## src/rtl/jk_ff_bank_pkg.sv

```systemverilog
// Shared types for the jk_ff_bank register bank: per-cycle update mode encoding.
package jk_ff_bank_pkg;

    localparam int MODE_W = 2;

    typedef enum logic [MODE_W-1:0] {
        MODE_JK = 2'b00,
        MODE_D  = 2'b01,
        MODE_T  = 2'b10,
        MODE_SR = 2'b11
    } ff_mode_e;

endpackage

```

## src/rtl/jk_ff_bank_next.sv

```systemverilog
// Single-bit next-state logic for jk_ff_bank: JK / D / T / SR selected by mode.
// illegal flags the forbidden S=R=1 combination in SR mode; the bit then holds.
module jk_ff_bank_next
    import jk_ff_bank_pkg::*;
(
    input  ff_mode_e mode,
    input  logic     a,
    input  logic     b,
    input  logic     q,
    output logic     q_next,
    output logic     illegal
);

    always_comb begin
        q_next  = q;
        illegal = 1'b0;
        unique case (mode)
            MODE_JK: begin
                unique case ({a, b})
                    2'b00: q_next = q;
                    2'b01: q_next = 1'b0;
                    2'b10: q_next = 1'b1;
                    2'b11: q_next = ~q;
                endcase
            end
            MODE_D:  q_next = a;
            MODE_T:  q_next = a ? ~q : q;
            MODE_SR: begin
                unique case ({a, b})
                    2'b00: q_next = q;
                    2'b01: q_next = 1'b0;
                    2'b10: q_next = 1'b1;
                    2'b11: begin
                        q_next  = q;
                        illegal = 1'b1;
                    end
                endcase
            end
        endcase
    end

endmodule

```

## src/rtl/jk_ff_bank.sv

```systemverilog
// WIDTH-bit JK/D/T/SR flip-flop bank with sync clear/set, enable and sticky SR error.
// Optional parity register is built when JK_FF_BANK_PARITY_EN is defined.
module jk_ff_bank
    import jk_ff_bank_pkg::*;
#(
    parameter int                 WIDTH     = 8,
    parameter logic [WIDTH-1:0]   RESET_VAL = {WIDTH{1'b0}}
) (
    input  logic                clk,
    input  logic                reset_n,
    input  logic                en,
    input  logic                clr,
    input  logic                set,
    input  logic [MODE_W-1:0]   mode,
    input  logic [WIDTH-1:0]    a,
    input  logic [WIDTH-1:0]    b,
    input  logic                sr_err_clr,
    output logic [WIDTH-1:0]    q,
    output logic [WIDTH-1:0]    q_n,
    output logic                sr_err,
    output logic                parity
);

    ff_mode_e           mode_e;
    logic [WIDTH-1:0]   q_reg;
    logic [WIDTH-1:0]   q_mode;
    logic [WIDTH-1:0]   illegal_bits;
    logic [WIDTH-1:0]   q_d;
    logic               err_event;
    logic               err_reg;

    assign mode_e = ff_mode_e'(mode);

    for (genvar i = 0; i < WIDTH; i++) begin : g_bit
        jk_ff_bank_next u_next (
            .mode    (mode_e),
            .a       (a[i]),
            .b       (b[i]),
            .q       (q_reg[i]),
            .q_next  (q_mode[i]),
            .illegal (illegal_bits[i])
        );
    end

    always_comb begin
        q_d = q_reg;
        if (clr)
            q_d = '0;
        else if (set)
            q_d = '1;
        else if (en)
            q_d = q_mode;
    end

    // illegal_bits is only meaningful in SR mode; gated here so clr/set mask it too
    assign err_event = en && !clr && !set && (mode_e == MODE_SR) && (|illegal_bits);

    always_ff @(posedge clk or negedge reset_n) begin
        if (!reset_n) begin
            q_reg   <= RESET_VAL;
            err_reg <= 1'b0;
        end else begin
            q_reg <= q_d;
            if (err_event)
                err_reg <= 1'b1;
            else if (sr_err_clr)
                err_reg <= 1'b0;
        end
    end

`ifdef JK_FF_BANK_PARITY_EN
    logic parity_reg;

    // registered from q_d so parity tracks q on the same edge
    always_ff @(posedge clk or negedge reset_n) begin
        if (!reset_n)
            parity_reg <= ^RESET_VAL;
        else
            parity_reg <= ^q_d;
    end

    assign parity = parity_reg;
`else
    assign parity = 1'b0;
`endif

    assign q      = q_reg;
    assign q_n    = ~q_reg;
    assign sr_err = err_reg;

endmodule
```

## config.mk

```make
export PLATFORM = sky130hd
export DESIGN_NAME = jk_ff_bank
export DESIGN_NICKNAME = d
export VERILOG_FILES = /design/src/rtl/jk_ff_bank_pkg.sv /design/src/rtl/jk_ff_bank_next.sv /design/src/rtl/jk_ff_bank.sv
export SDC_FILE = /design/constraint.sdc
export NUM_CORES = 1
export LEC_CHECK = 0
export CAP_MARGIN = 10
export CORE_UTILIZATION = 25
export DETAILED_ROUTE_END_ITERATION = 10
export GPL_ROUTABILITY_DRIVEN = 0
export PLACE_DENSITY = 0.54
export SLEW_MARGIN = 10
export SYNTH_ARGS = -nofsm -noshare
export SYNTH_HDL_FRONTEND = slang
export SYNTH_SLANG_ARGS = --single-unit
```

## constraint.sdc

```tcl
create_clock -name clk -period 1.2 [get_ports clk]
set_input_delay 0.18 -clock clk [delete_from_list [all_inputs] [get_ports clk]]
set_output_delay 0.18 -clock clk [all_outputs]
set_load 0.02 [all_outputs]
```

==> results by stage <==
Placement:
- Timing analysis after detailed placement gives a worst setup slack of -0.592 ns.
- The wire-length estimate of the detail-placed layout is 2.94 mm.
- The instance area at placement is between 2000 and 2500 um^2.
- The number of input and output port buffers inserted is 40.

Synth:
- Synthesis inferred 9 register bits.
- The count of unique library cells instantiated by Yosys is 37.
- inv_1 is the most common cell in the netlist.
- Counting instances in the post-synthesis netlist gives the leading cell types as inv_1 (27), ha_1 (24), nand2_1 (17).
- Summed over its instances, the top area cell type makes up a little over a fifth of the synthesized netlist area.
- Ranked by total cell area, the synthesized netlist is headed by ha_1 (22%), dfrtp_1 (16%), inv_1 (7.3%).
- The number of nets in the synthesized netlist is 220.
- Counting every instance in the synthesized netlist gives 172.
- Summing every instance area after synthesis gives 1390 um^2.
- The average cell area after synthesis is a little over 8 um^2.
- The proportion of synthesized chip area in sequential cells is between 10% and 20%.
- The total number of yosys warnings is 0.
- The synthesized design contains 0 enable-type register cells.
- The share of synthesized registers carrying an async set or reset is 100%.
- The primary flip-flop cell chosen by synthesis mapping is dfrtp_1.
- The cell type contributing the most total cell area after synthesis is ha_1.

Cells and area:
- Once layout is done, the placed cells without fillers occupy 2350 um^2.
- Fill cells in the final layout number 536.
- The fraction of final layout cells with drive strength greater than 1 is 49.6%.
- The number of inserted diodes is 0.
- Relative to the synthesized area, the layout overhead comes to 69.5%.
- Cells fill 45.1% of the core in the end.
- The register with the most flip-flops in the layout has 8 of them.
- After the last flow step, the layout net total stands at 303.

Worst setup path:
- The data required time at the worst endpoint is 1.02 ns.
- STA classifies the critical path startpoint as a flop.
- The critical path data arrival time is just under 1 ns.
- Walking the worst path, the cells encountered are inv_1 > clkdlybuf4s15_1.
- The maximum net fanout on the critical path is 3.
- STA classifies the critical path endpoint as an output port.
- The number of buffer and inverter stages on the critical path is 2.
- The start-to-end type of the worst setup path is flop to output port.
- The largest single stage delay on the critical path is between 0.3 and 0.4 ns.
- The critical path's top delay family is flip-flops.
- Among all stages on the critical path, the largest delay is contributed by dfrtp_1.

Timing:
- Setup repair after global routing could not meet its margin everywhere.
- The post-route worst setup slack is 0.0340 ns.
- The maximum operating frequency is around 0.86 GHz.
- The worst clock skew on the final layout is 0 ns.
- The part of the cycle the worst path needs is between 90% and 100%.
- The count of final max-slew check failures came to 0.
- The number of endpoints with negative hold slack in the final report is 0.
- The time the worst path needs with I/O delays and setup is 1.17 ns.
- The setup-violating endpoint count in the final report is 0.

Routing:
- In the routed layout, each cell is associated on average with a via count of ~4.6.
- The routed wire length per instance is around 13 um.
- The routed layout has 1500 vias.
- The pre-antenna-repair detailed-routing pass consisted of 4 iterations.
- The total routed wirelength is between 4 and 5 mm.
- The first routing iteration left 51 violations.
- The detail route stage leaves a number of antenna-violating nets equal to 0.
- The DRC violation count after routing is 0.

Clock tree:
- The clock tree from TritonCTS is done.
- The insertion delay of the later-clocked pin in the worst-skew pair is ~0.23 ns.
- The maximum count of clock buffers along a single path is 2.
- CTS placed an instance of clkbuf_8 at the clock tree root.
- The clock sink count is 9.
- The clock-pin transition on the worst setup and hold timing paths is 0.05 ns.
- In this run the number of H-tree levels came out at 1.
- The number of hold buffers added after CTS is 0.
- The number of CTS-inserted buffers is 3.

Power and ir drop:
- The leakage power of the design is approximately 1.2 nW.
- VDD sags by at most roughly 0.31 mV.
- The analysis attributes to net switching a power of approximately 0.55 mW.
- Per report_power, the sequential group accounts for about a quarter of the total.
- The share of total power dissipated in combinational logic is a little over half.
- Per report_power, the clock group accounts for a little under a quarter of the total.
- In this run the power density over the cells is approximately 650 nW/um^2.
- The internal portion of the total power is around 0.97 mW.
- The switching part of the total power is roughly 36%.

Global route:
- The first global-routing pass estimated ~6.6 mm of wire.
- Across every metal layer, demand over resource in global routing totals 13.7%.
- The number of antenna violations at the first check in global routing is 0.
- The via count of the first global-routing pass is approximately 1400.
- Entering global routing, the biggest net connects 14 pins.
- Summed over all layers, the global routing overflow is 0.

Floorplan:
- The number of I/O pins is 42.
- The floorplan has 26 rows.
- Measured along the y axis, the die boundary spans 76.4 um.
- The die covers just under 6000 um^2.
- For this configuration, the core starts out at a cell density of a little over a quarter.
- The region available for standard cell placement spans 5200 um^2.
- The die width is between 70 and 80 um.

Outcome:
- The flow ran to the end, and the final reports show no timing, DRC or antenna violations.

Run:
- Across the run, the number of max-cap violations was 0.

Min path:
- The class of the most critical hold timing path is input pin to asynchronous set/reset pin.
-- timing repair --
| item | CTS | global route |
|---|---|---|
| gates cloned | 1 | 1 |
| setup buffers | 4 | 2 |
| endpoints found under the setup margin | 26 | 17 |
| pin swaps | 28 | 23 |
| resized for setup | 91 | 52 |
-- final timing paths --
path / startpoint / slack, ns / endpoint / cells past startpoint
max in group asynchronous: reset_n / 0.64 / q[6]$_DFFE_PN0P_ / 1
worst max register to register: q[2]$_DFFE_PN0P_ / 0.05 / q[2]$_DFFE_PN0P_ / 5
worst max-delay path: q[3]$_DFFE_PN0P_ / 0.03 / q_n[3] / 2
min in group clk: mode[1] / 0.44 / q[2]$_DFFE_PN0P_ / 4
worst min-delay path: reset_n / 0.25 / q[5]$_DFFE_PN0P_ / 1
worst min register to register: sr_err$_DFFE_PN0P_ / 0.53 / sr_err$_DFFE_PN0P_ / 2
-- placed cells by master, fill, tap and decap left out, types with 5 or more instances in the layout --
master           instances
nand2_1                 15
clkbuf_2                10
inv_2                    8
dlygate4sd2_1            9
a21oi_1                  5
ha_4                     5
a22oi_1                  5
buf_4                   49
ha_1                    13
inv_1                   19
dfrtp_1                  8
ha_2                     6
a221oi_2                 7
buf_2                    9
clkdlybuf4s15_1          6
-- power by group through the flow --
| stage | combinational, mW | clock [mW] | sequential [mW] |
|---|---|---|---|
| after global routing | 0.869 | 0.385 | 0.361 |
| after floorplan | 0.381 | 0 | 0.357 |
| final | 0.801 | 0.360 | 0.358 |
| after CTS | 0.748 | 0.363 | 0.356 |
| after global placement | 0.738 | 0 | 0.362 |
| after detailed placement | 0.740 | 0 | 0.361 |
-- metal layers --
metal,global-route usage (%),wire length (um),up-vias
met4,3.46,25,0
met1,19.2,2070,705
met3,1.92,164,4
met5,0,0,-
met2,21.9,1870,35
li1,-,-,756
-- cell families after synthesis --
kind of cell,Yosys count,synth area share [%]
buffers and inverters,45,17.3
other,1,0.271
AND/OR/NAND/NOR,45,16.1
AO/OA/AOI/OAI,41,23.4
multiplexers,6,4.34
flip-flops,9,16.3
adder cells (fa/ha/maj),24,21.7
XOR/XNOR,1,0.632
-- per-stage QoR --
step                      power (mW)   TNS, ns  hold WS [ns]  instances
after floorplan                0.738  -0.00318        -0.116        172
after global placement          1.10     -5.22         0.509        312
after detailed placement        1.10     -5.37         0.514        312
after CTS                       1.47         0         0.266        321
after global routing            1.62   -0.0327         0.281        324
final                           1.52         0         0.247        324
-- final cells by class --
cell class / count / area, um^2 / share of cell area (%)
clock buffer: 4 / 45.0 / 1.92
inverter: 27 / 101 / 4.32
multi-input combinational: 118 / 1100 / 47.0
sequential: 9 / 226 / 9.65
tap: 70 / 87.6 / 3.73
timing repair buffer: 96 / 785 / 33.4
Power figures use the tool's default switching activity.
